**src/rtl/fifo_pkg.sv**
```systemverilog
// Shared types and defaults for the FIFO write/read-side controllers.
package fifo_pkg;
    localparam int DEFAULT_DATA_WIDTH = 8;
    localparam int DEFAULT_FIFO_DEPTH = 16;
    localparam int CNT_WIDTH          = $clog2(DEFAULT_FIFO_DEPTH + 1);

    typedef logic [DEFAULT_DATA_WIDTH-1:0] data_t;
    typedef logic [CNT_WIDTH-1:0]          cnt_t;

    typedef enum logic {
        INIT = 1'b0,
        RUN  = 1'b1
    } wr_state_e;
endpackage

```
**src/rtl/fifo_occ_tracker.sv**
```systemverilog
// Mirror of FIFO occupancy: up on a landed write, down on a read that has data.
module fifo_occ_tracker #(
    parameter int DEPTH = 16,
    parameter int CW    = $clog2(DEPTH + 1)
) (
    input  logic          clk,
    input  logic          rst_n,
    input  logic          inc,
    input  logic          dec,
    output logic [CW-1:0] cnt
);
    logic [CW-1:0] cnt_q, cnt_d;
    logic          dec_ok;

    // A read on an empty FIFO is an underflow and must not move the mirror.
    assign dec_ok = dec && (cnt_q != '0);

    always_comb begin
        cnt_d = cnt_q;
        if (inc && !dec_ok) begin
            if (cnt_q != CW'(DEPTH))
                cnt_d = cnt_q + 1'b1;
        end else if (dec_ok && !inc) begin
            cnt_d = cnt_q - 1'b1;
        end
    end

    always_ff @(posedge clk or negedge rst_n) begin
        if (!rst_n)
            cnt_q <= '0;
        else
            cnt_q <= cnt_d;
    end

    assign cnt = cnt_q;

    a_no_saturate: assert property (@(posedge clk) disable iff (!rst_n)
        !(inc && !dec_ok && cnt_q == CW'(DEPTH)));
endmodule

```
**src/rtl/fifo_wr_ctrl.sv**
```systemverilog
// Write-side front end for fifo_dut: valid/ready intake, registered wr_n/din,
// occupancy mirror so the FIFO is never overrun, sticky overflow flag.
module fifo_wr_ctrl
    import fifo_pkg::*;
#(
    parameter int DATA_WIDTH  = DEFAULT_DATA_WIDTH,
    parameter int FIFO_DEPTH  = DEFAULT_FIFO_DEPTH,
    parameter int INIT_CYCLES = 2,
    parameter int LW          = $clog2(FIFO_DEPTH + 1)
) (
    input  logic                  clk,
    input  logic                  rst_n,
    input  logic                  s_valid,
    input  logic [DATA_WIDTH-1:0] s_data,
    output logic                  s_ready,
    output logic                  wr_n,
    output logic [DATA_WIDTH-1:0] din,
    input  logic                  rd_n_mon,
    input  logic                  over_flow_mon,
    input  logic                  clr_err,
    output logic [LW-1:0]         level,
    output logic                  full,
    output logic                  err_ovf
);
    wr_state_e             state_q, state_d;
    logic [3:0]            init_cnt_q, init_cnt_d;
    logic                  wr_n_q, wr_n_d;
    logic                  pending_q, pending_d;
    logic [DATA_WIDTH-1:0] din_q, din_d;
    logic                  err_q, err_d;
    logic [LW-1:0]         fifo_cnt;
    logic [LW:0]           reserved;
    logic                  accept;

    fifo_occ_tracker #(
        .DEPTH (FIFO_DEPTH),
        .CW    (LW)
    ) u_occ (
        .clk   (clk),
        .rst_n (rst_n),
        .inc   (!wr_n_q),
        .dec   (!rd_n_mon),
        .cnt   (fifo_cnt)
    );

    // One extra bit so the in-flight beat can never wrap the sum.
    assign reserved = {1'b0, fifo_cnt} + {{LW{1'b0}}, pending_q};
    assign s_ready  = (state_q == RUN) && (reserved < (LW+1)'(FIFO_DEPTH));
    assign accept   = s_valid && s_ready;
    assign level    = reserved[LW-1:0];
    assign full     = (reserved == (LW+1)'(FIFO_DEPTH));

    always_comb begin
        state_d    = state_q;
        init_cnt_d = init_cnt_q;
        case (state_q)
            INIT: begin
                init_cnt_d = init_cnt_q + 4'd1;
                if (init_cnt_q == 4'(INIT_CYCLES - 1))
                    state_d = RUN;
            end
            RUN:     state_d = RUN;
            default: state_d = INIT;
        endcase
    end

    always_comb begin
        wr_n_d    = !accept;
        pending_d = accept;
        din_d     = accept ? s_data : din_q;
        // A new overflow report wins over a clear in the same cycle.
        err_d     = over_flow_mon | (err_q & ~clr_err);
    end

    always_ff @(posedge clk or negedge rst_n) begin
        if (!rst_n) begin
            state_q    <= INIT;
            init_cnt_q <= '0;
            wr_n_q     <= 1'b1;
            pending_q  <= 1'b0;
            din_q      <= '0;
            err_q      <= 1'b0;
        end else begin
            state_q    <= state_d;
            init_cnt_q <= init_cnt_d;
            wr_n_q     <= wr_n_d;
            pending_q  <= pending_d;
            din_q      <= din_d;
            err_q      <= err_d;
        end
    end

    assign wr_n    = wr_n_q;
    assign din     = din_q;
    assign err_ovf = err_q;

    a_no_write_when_full: assert property (@(posedge clk) disable iff (!rst_n)
        !(!wr_n_q && fifo_cnt == LW'(FIFO_DEPTH)));
    a_din_only_on_accept: assert property (@(posedge clk) disable iff (!rst_n)
        !accept |=> $stable(din_q));
    a_level_bound: assert property (@(posedge clk) disable iff (!rst_n)
        reserved <= (LW+1)'(FIFO_DEPTH));
endmodule

```
**config.mk**
```make
export PLATFORM = sky130hd
export DESIGN_NAME = fifo_wr_ctrl
export DESIGN_NICKNAME = d
export VERILOG_FILES = /design/src/rtl/fifo_pkg.sv /design/src/rtl/fifo_occ_tracker.sv /design/src/rtl/fifo_wr_ctrl.sv
export SDC_FILE = /design/constraint.sdc
export NUM_CORES = 1
export LEC_CHECK = 0
export CAP_MARGIN = 25
export CORE_MARGIN = 5
export CORE_UTILIZATION = 48
export CTS_BUF_LIST = sky130_fd_sc_hd__clkbuf_16
export DETAILED_ROUTE_END_ITERATION = 6
export GPL_ROUTABILITY_DRIVEN = 0
export HOLD_SLACK_MARGIN = 0.05
export PLACE_DENSITY = 0.79
export SLEW_MARGIN = 25
export SYNTH_ARGS = -nofsm -noshare
export SYNTH_HDL_FRONTEND = slang
export SYNTH_SLANG_ARGS = --single-unit
```
**constraint.sdc**
```tcl
create_clock -name clk -period 3.85 [get_ports clk]
set_input_delay 0.77 -clock clk [delete_from_list [all_inputs] [get_ports clk]]
set_output_delay 0.77 -clock clk [all_outputs]
set_load 0.01 [all_outputs]
```
==> results of run 1 <==
==> power by group <==
part | internal [uW] | switching, uW | total, uW
registers | 303 | 114 | 418
logic | 378 | 294 | 672
clock network | 138 | 73.5 | 212
total | 819 | 482 | 1300
==> synthesized netlist by cell type, types with 3 or more instances <==
cell type,number
a21o_1,4
dfrtp_1,20
ha_1,7
mux2_1,5
mux2_2,4
mux2i_1,3
nand2_1,3
nand3_1,3
nor2_1,4
xnor2_1,4
xor2_1,4
==> cells by family after synthesis <==
logic type	count (synthesis)	share of synthesized area, %
xor gates and xnor gates	9	7.22
and+or+nand+nor	23	11.7
AOI/OAI and AO/OA	19	11.9
adders and majority gates	8	9.00
muxes	13	12.2
DFF	21	44.0
buffers and inverters	9	3.87
==> per-layer routing <==
metal	wire length [um]	up-vias
li1	-	427
met1	1020	452
met2	1450	25
met3	185	0
met4	0	0
met5	0	-
==> registers in the layout (all words and copies together) (netlist names) <==
| name | cells |
|---|---|
| din | 8 |
| pending_q | 1 |
| init_cnt_q | 4 |
| state_q | 1 |
| u_occ.cnt | 5 |
| wr_n | 1 |
| err_ovf | 1 |
==> metrics by stage <==
step           instances  total power [uW]  area (um^2)  setup WS [ns]
6_report             161              1300         1580          0.654
5_1_grt              161              1410         1580          0.473
4_1_cts              161              1310         1580          0.639
3_5_place_dp         157              1090         1500          0.602
3_3_place_gp         157              1060         1500          0.735
2_1_floorplan        102               817         1200          0.910
==> final cells by class <==
type | instances | area, um^2 | area share, %
multi-input cells | 72 | 623 | 39.5
flip-flops and latches | 21 | 527 | 33.4
repair buffers | 30 | 295 | 18.7
clock buffers | 3 | 75.1 | 4.76
well taps | 30 | 37.5 | 2.38
inverters | 4 | 15.0 | 0.952
clock inverters | 1 | 3.75 | 0.238
==> how the worst min path moves through the flow <==
stage	start	endpoint	slack [ns]
global route	rst_n	u_occ.cnt[2]$_DFFE_PN0P_	0.51
CTS	err_ovf$_DFF_PN0_	err_ovf$_DFF_PN0_	0.48
floorplan	init_cnt_q[3]$_DFFE_PN0N_	init_cnt_q[3]$_DFFE_PN0N_	0.45
finish	rst_n	u_occ.cnt[2]$_DFFE_PN0P_	0.47
global placement	err_ovf$_DFF_PN0_	err_ovf$_DFF_PN0_	0.46
detailed placement	err_ovf$_DFF_PN0_	err_ovf$_DFF_PN0_	0.47
==> impl_results.md, run 1 <==
* Status: finished, final reports clean
* Reg2Reg Depth at 8
* Max clock buf depth at 2
* Largest net degree at the start of global routing at 22
* Fillcell total at 214
* Initial Util at 49.2%
* Critical-path maximum fanout at 9
* Final period utilization at 83.0%
* Synth Warn # at 0
* Post-layout util at 64.8%
* CTS buffer count at 3
* Final setup TNS at 0 ns
* Clock root cell: clkbuf_16
* Levels on crit path at 6
* M2 GR Usage at approximately a third
* Vert. Die Dim at 59.9 um
* Final nets at 154
* Drt total wl at 2650 um
* Fin crit period at 3.20 ns
* RSZ-0062 raised after global routing: no
* Layout area overhead at 31.8%
* CP Launch Type: flip-flop
* DP HPWL at 2010 um
* Clk Latency, worst-skew pair at 0.25 ns
* IO Pins at 31
* Mapped Avg Cell Area at 11.7 um^2
* Max cap viols at 0
* Htree depth at 1
* Area of the core at 2430 um^2
* Synth area leaders: dfrtp_1 42%, ha_1 7.3%, mux2_1 4.7%
* Post-cts gate resize count at 0
* Clk sinks at 21
* GR met3 Demand/Resource at 5.62%
* Most frequent cells in the layout: 29 x clkdlybuf4s50_1, 20 x dfrtp_1, 7 x ha_1
* Hold Path Class: input port to async pin
* First-pass GRT wire length at 4640 um
* Most common cell after layout, fill and taps aside: clkdlybuf4s50_1
* Num rows at 18
* Distinct cells, synth at 42
* Via density at between 5 and 6
* End point of the critical path: full
* Die footprint at around 3600 um^2
* Leakage at 0.000694 uW
* Main synth FF type: dfrtp_1
* Area leader, netlist: dfrtp_1
* Cts hold-fix bufs at 0
* FF-to-FF Start: u_occ.cnt[4]$_DFFE_PN0P_
* Residual DRC at 0
* Initial antenna violation count at 0
* DR WL/cell at 16.5 um
* Crit-path leading delay family: buffers and inverters
* FF+latch count, synth at 21
* VDD IR max at 524 uV
* Final setup fails at 0
* Setup crit start: u_occ.cnt[0]$_DFFE_PN0P_
* Vias at between 900 and 1,000
* Routed Antenna Nets at 0
* Flop2flop setup slack at 0.69 ns
* Layout cells sized above 1 at about an eighth
* Max stage delay on crit path at 0.58 ns
* Reg2reg end: u_occ.cnt[4]$_DFFE_PN0P_
* Worst EP arrival at 2.43 ns
* Post-synthesis sequential area ratio at 44.0%
* Max Clock Skew at roughly 0.0030 ns
* Slew Viols, Final at 0
* EDFF count, synth at 0
* Worst Path Class, Setup: flip-flop to output pin
* 1st-iter DRT viols at 32
* Top cell type's share of synthesized area at 41.8%
* Tot GR Track Use at between 15 and 20%
* GR peak layer: met2
* CP Capture Type: output pin
* Synth Instances at roughly 100
* Crit-path most repeated cell: ha_1
* Crit path buf inv count at 1
* Final hold vios at 0
* TritonCTS clock tree: yes
* Post-Syn Area at 1200 um^2
* # diodes at 0
* Setup Fix Bufs, Post-CTS at 0
* Crit-path cells: ha_1 -> ha_1 -> nand3_1 -> xor2_2 -> nor4_1 -> clkdlybuf4s50_1
* Vias in the first global route at 992
* Worst-path clk slew at 0.06 ns
* Drt pass-1 iters at 4
* Die X at 59.9 um
* Rel. slew slack at 68.4%
* CP required at approximately 3 ns
* Worst-margin pin slew at 0.474 ns
* Asr flop ratio synth at 100%
* Port Buffers at 30
* Pwr dens at 826 nW/um^2
* M1 GR Usage at 18.2%
* GR Overflow Total at 0
* Hold Slack at 0.473 ns
* Post-Syn Nets at 124
* Max Fclk at 313 MHz
* Worst path slowest cell: clkdlybuf4s50_1
Note: power is estimated with default switching activity, not from simulation.
==> run 2: changes to the inputs <==
- clock period: 3.85 -> 3.1 ns (I/O delays scaled with it)
==> run 2 against run 1 <==
Sequential power is 8.1% higher. Wire length down 4.1%. Worst setup slack got worse by 0.49 ns. Core utilization increased by 2.3 points. First-iteration DRC count fell by 13%. Total power increased by 27%. Highest routed layer is now met4. Global-route usage down 0.78 points. Register-to-register slack lost 0.47 ns. Final area is 3.6% higher.
==> impl_results.md, run 2 (synthesized netlist as in run 1, its figures left out) <==
* Num rows at 18 (unchanged)
* FF-to-FF Start: u_occ.cnt[4]$_DFFE_PN0P_
* Routed Antenna Nets at 0 (unchanged)
* Final WS setup at 0.163 ns (-0.490 ns)
* Htree depth at 1 (unchanged)
* DP HPWL at 2020 um (+0.50%)
* Status: finished, final reports clean
* CP required at 2.48 ns (-0.60 ns)
* Crit-path leading delay family: buffers and inverters
* Fin crit period at between 2 and 3 ns
* Initial Util at 49.2% (unchanged)
* Hold Slack at 0.475 ns (+0.00245 ns)
* Final setup fails at 0 (unchanged)
* Pre-CTS setup slack at 0.107 ns (-0.495 ns)
* Via density at 5.54 (-1.2%)
* GR Overflow Total at 0 (unchanged)
* Die X at 59.9 um (unchanged)
* Most frequent cells in the layout: 29 x clkdlybuf4s50_1, 20 x dfrtp_1, 7 x ha_1
* Critical-path maximum fanout at 8 (-1)
* Max reg flops at 8 (unchanged)
* Post-layout util at 67.1% (+2.3 points)
* Slew Viols, Final at 0 (unchanged)
* Drt total wl at 2550 um (-4.1%)
* Residual DRC at 0 (unchanged)
* Worst-margin pin slew at 0.933 ns (+0.459 ns)
* Clk sinks at 21 (unchanged)
* DR WL/cell at 15.2 um (-7.5%)
* IO Pins at 31 (unchanged)
* CP Capture Type: output pin
* Sequential cell area at 527 um^2 (unchanged)
* Final hold vios at 0 (unchanged)
* Max stage delay on crit path at 0.54 ns (-0.04 ns)
* Critical hold path startpoint: init_cnt_q[3]$_DFFE_PN0N_
* Area of the multi-input gates at 627 um^2 (+0.60%)
* Tot GR Track Use at 16.4% (-0.78 points)
* Min-Delay Endpoint: init_cnt_q[3]$_DFFE_PN0N_
* Final setup TNS at 0 ns (unchanged)
* Vias at 926 (+2.4%)
* Max clock buf depth at 2 (unchanged)
* Final nets at 160 (+3.9%)
* CP Launch Type: flip-flop
* Hold Path Class: flip-flop to flip-flop
* # diodes at 0 (unchanged)
* Most common cell after layout, fill and taps aside: clkdlybuf4s50_1
* Worst EP arrival at 2.32 ns (-0.11 ns)
* Vert. Die Dim at 59.9 um (unchanged)
* Initial antenna violation count at 0 (unchanged)
* Setup Fix Bufs, Post-CTS at 0 (unchanged)
* CTS buffer count at 3 (unchanged)
* VDD IR max at 684 uV (+30%)
* Drt pass-1 iters at 4 (unchanged)
* TritonCTS clock tree: yes
* Crit-path cells: buf_4 -> ha_1 -> ha_1 -> nand3_1 -> xor2_2 -> and3_1 -> clkdlybuf4s50_1
* Clock root cell: clkbuf_16
* Max Fclk at 341 MHz
* Fillcell total at 197 (-7.9%)
* Flop2flop setup slack at 0.22 ns (-0.47 ns)
* Clk Latency, worst-skew pair at 0.24 ns (about the same)
* Layout area overhead at 36.5%
* Pwr dens at 1020 nW/um^2 (+23%)
* RSZ-0062 raised after global routing: no
* WHS Path Cells at 1
* Port Buffers at 30 (unchanged)
* Layout cells sized above 1 at 16.8% (+3.8 points)
* Max cap viols at 0 (unchanged)
* Rel. slew slack at 37.6% (-31 points)
* Worst Path Class, Setup: flip-flop to output pin
* Worst path slowest cell: clkdlybuf4s50_1
* Crit path buf inv count at 2 (+1)
* Vias in the first global route at 1,019 (+2.7%)
* Reg2Reg Depth at 8 (unchanged)
* Reg2reg end: u_occ.cnt[4]$_DFFE_PN0P_
* Leakage at 0.000742 uW (+6.9%)
* Worst-path clk slew at 0.05 ns (about the same)
* Crit-path most repeated cell: ha_1
* First-pass GRT wire length at 4480 um (-3.4%)
* 1st-iter DRT viols at 28 (-13%)
* Final period utilization at 94.7%
* Die footprint at 3590 um^2 (unchanged)
* Area of the core at 2430 um^2 (unchanged)
* Largest net degree at the start of global routing at 22 (unchanged)
* Max Clock Skew at 0.00163 ns (-0.00134 ns)
* Design Power at 1660 uW (+27%)
-- run 2: cell count changes in the layout (fill, tap and decap cells not counted) --
cell / change
a21oi_1: -1
a21oi_2: +1
buf_2: -1
buf_4: +6
dlymetal6s2s_1: +1
-- run 2: worst max-delay path by stage --
stage / start / endpoint / slack, ns / depth (start not counted)
after CTS: u_occ.cnt[4]$_DFFE_PN0P_ / u_occ.cnt[4]$_DFFE_PN0P_ / 0.12 / 8
final: u_occ.cnt[0]$_DFFE_PN0P_ / s_ready / 0.16 / 7
after global placement: rd_n_mon / u_occ.cnt[4]$_DFFE_PN0P_ / 0.23 / 7
after floorplan: u_occ.cnt[4]$_DFFE_PN0P_ / u_occ.cnt[4]$_DFFE_PN0P_ / 0.16 / 9
after global routing: u_occ.cnt[0]$_DFFE_PN0P_ / s_ready / 0.03 / 7
after detailed placement: rd_n_mon / u_occ.cnt[4]$_DFFE_PN0P_ / 0.11 / 7
-- run 2: worst reg2reg max path, cell delays in order (launching register included) --
cell and delay (ns):
dfrtp_1 0.37, or4_1 0.58, nor2_1 0.18, o21bai_1 0.18
fa_1 0.44, a21o_1 0.18, a21oi_2 0.21, mux2_1 0.35
a211o_1 0.28
-- run 2: metal layers --
layer | track usage, % | routed length (um) | vias up
met5 | 0 | 0 | -
met4 | 6.33 | 29 | 0
met3 | 3.89 | 137 | 4
met2 | 29.8 | 1380 | 25
met1 | 18.3 | 1000 | 453
li1 | - | - | 444
-- run 2: power by group --
part	switching [uW]	leakage [uW]	internal (uW)	total, uW
sequential	74.9	0.000246	377	452
clock	84.0	0.0000423	171	255
combinational	442	0.000454	508	950
total	601	0.000742	1060	1660
-- run 2: per-stage QoR --
| stage | cells | area [um^2] |
|---|---|---|
| 6_report | 167 | 1630 |
| 5_1_grt | 167 | 1630 |
| 4_1_cts | 167 | 1630 |
| 3_5_place_dp | 163 | 1550 |
| 3_3_place_gp | 163 | 1550 |
| 2_1_floorplan | 102 | 1200 |
-- run 2: final cells by class --
cell class,count,share of cell area (%)
flip-flops and latches,21,32.3
clock inverters,1,0.230
repair buffers,36,21.3
multi-input cells,72,38.4
clock buffers,3,4.60
inverters,4,0.920
well taps,30,2.30
-- run 2: what timing repair did --
item | 4_1_cts | 5_1_grt
endpoints found under the setup margin | 0 | 2
hold buffers | 0 | 0
resized for setup | 0 | 2
==> run 3: changes to the inputs <==
- ABC_AREA: default -> 0
- CTS_CLUSTER_SIZE: default -> 20
==> results of run 3 <==
Final layout, timing and power as in run 2 (identical DEF).
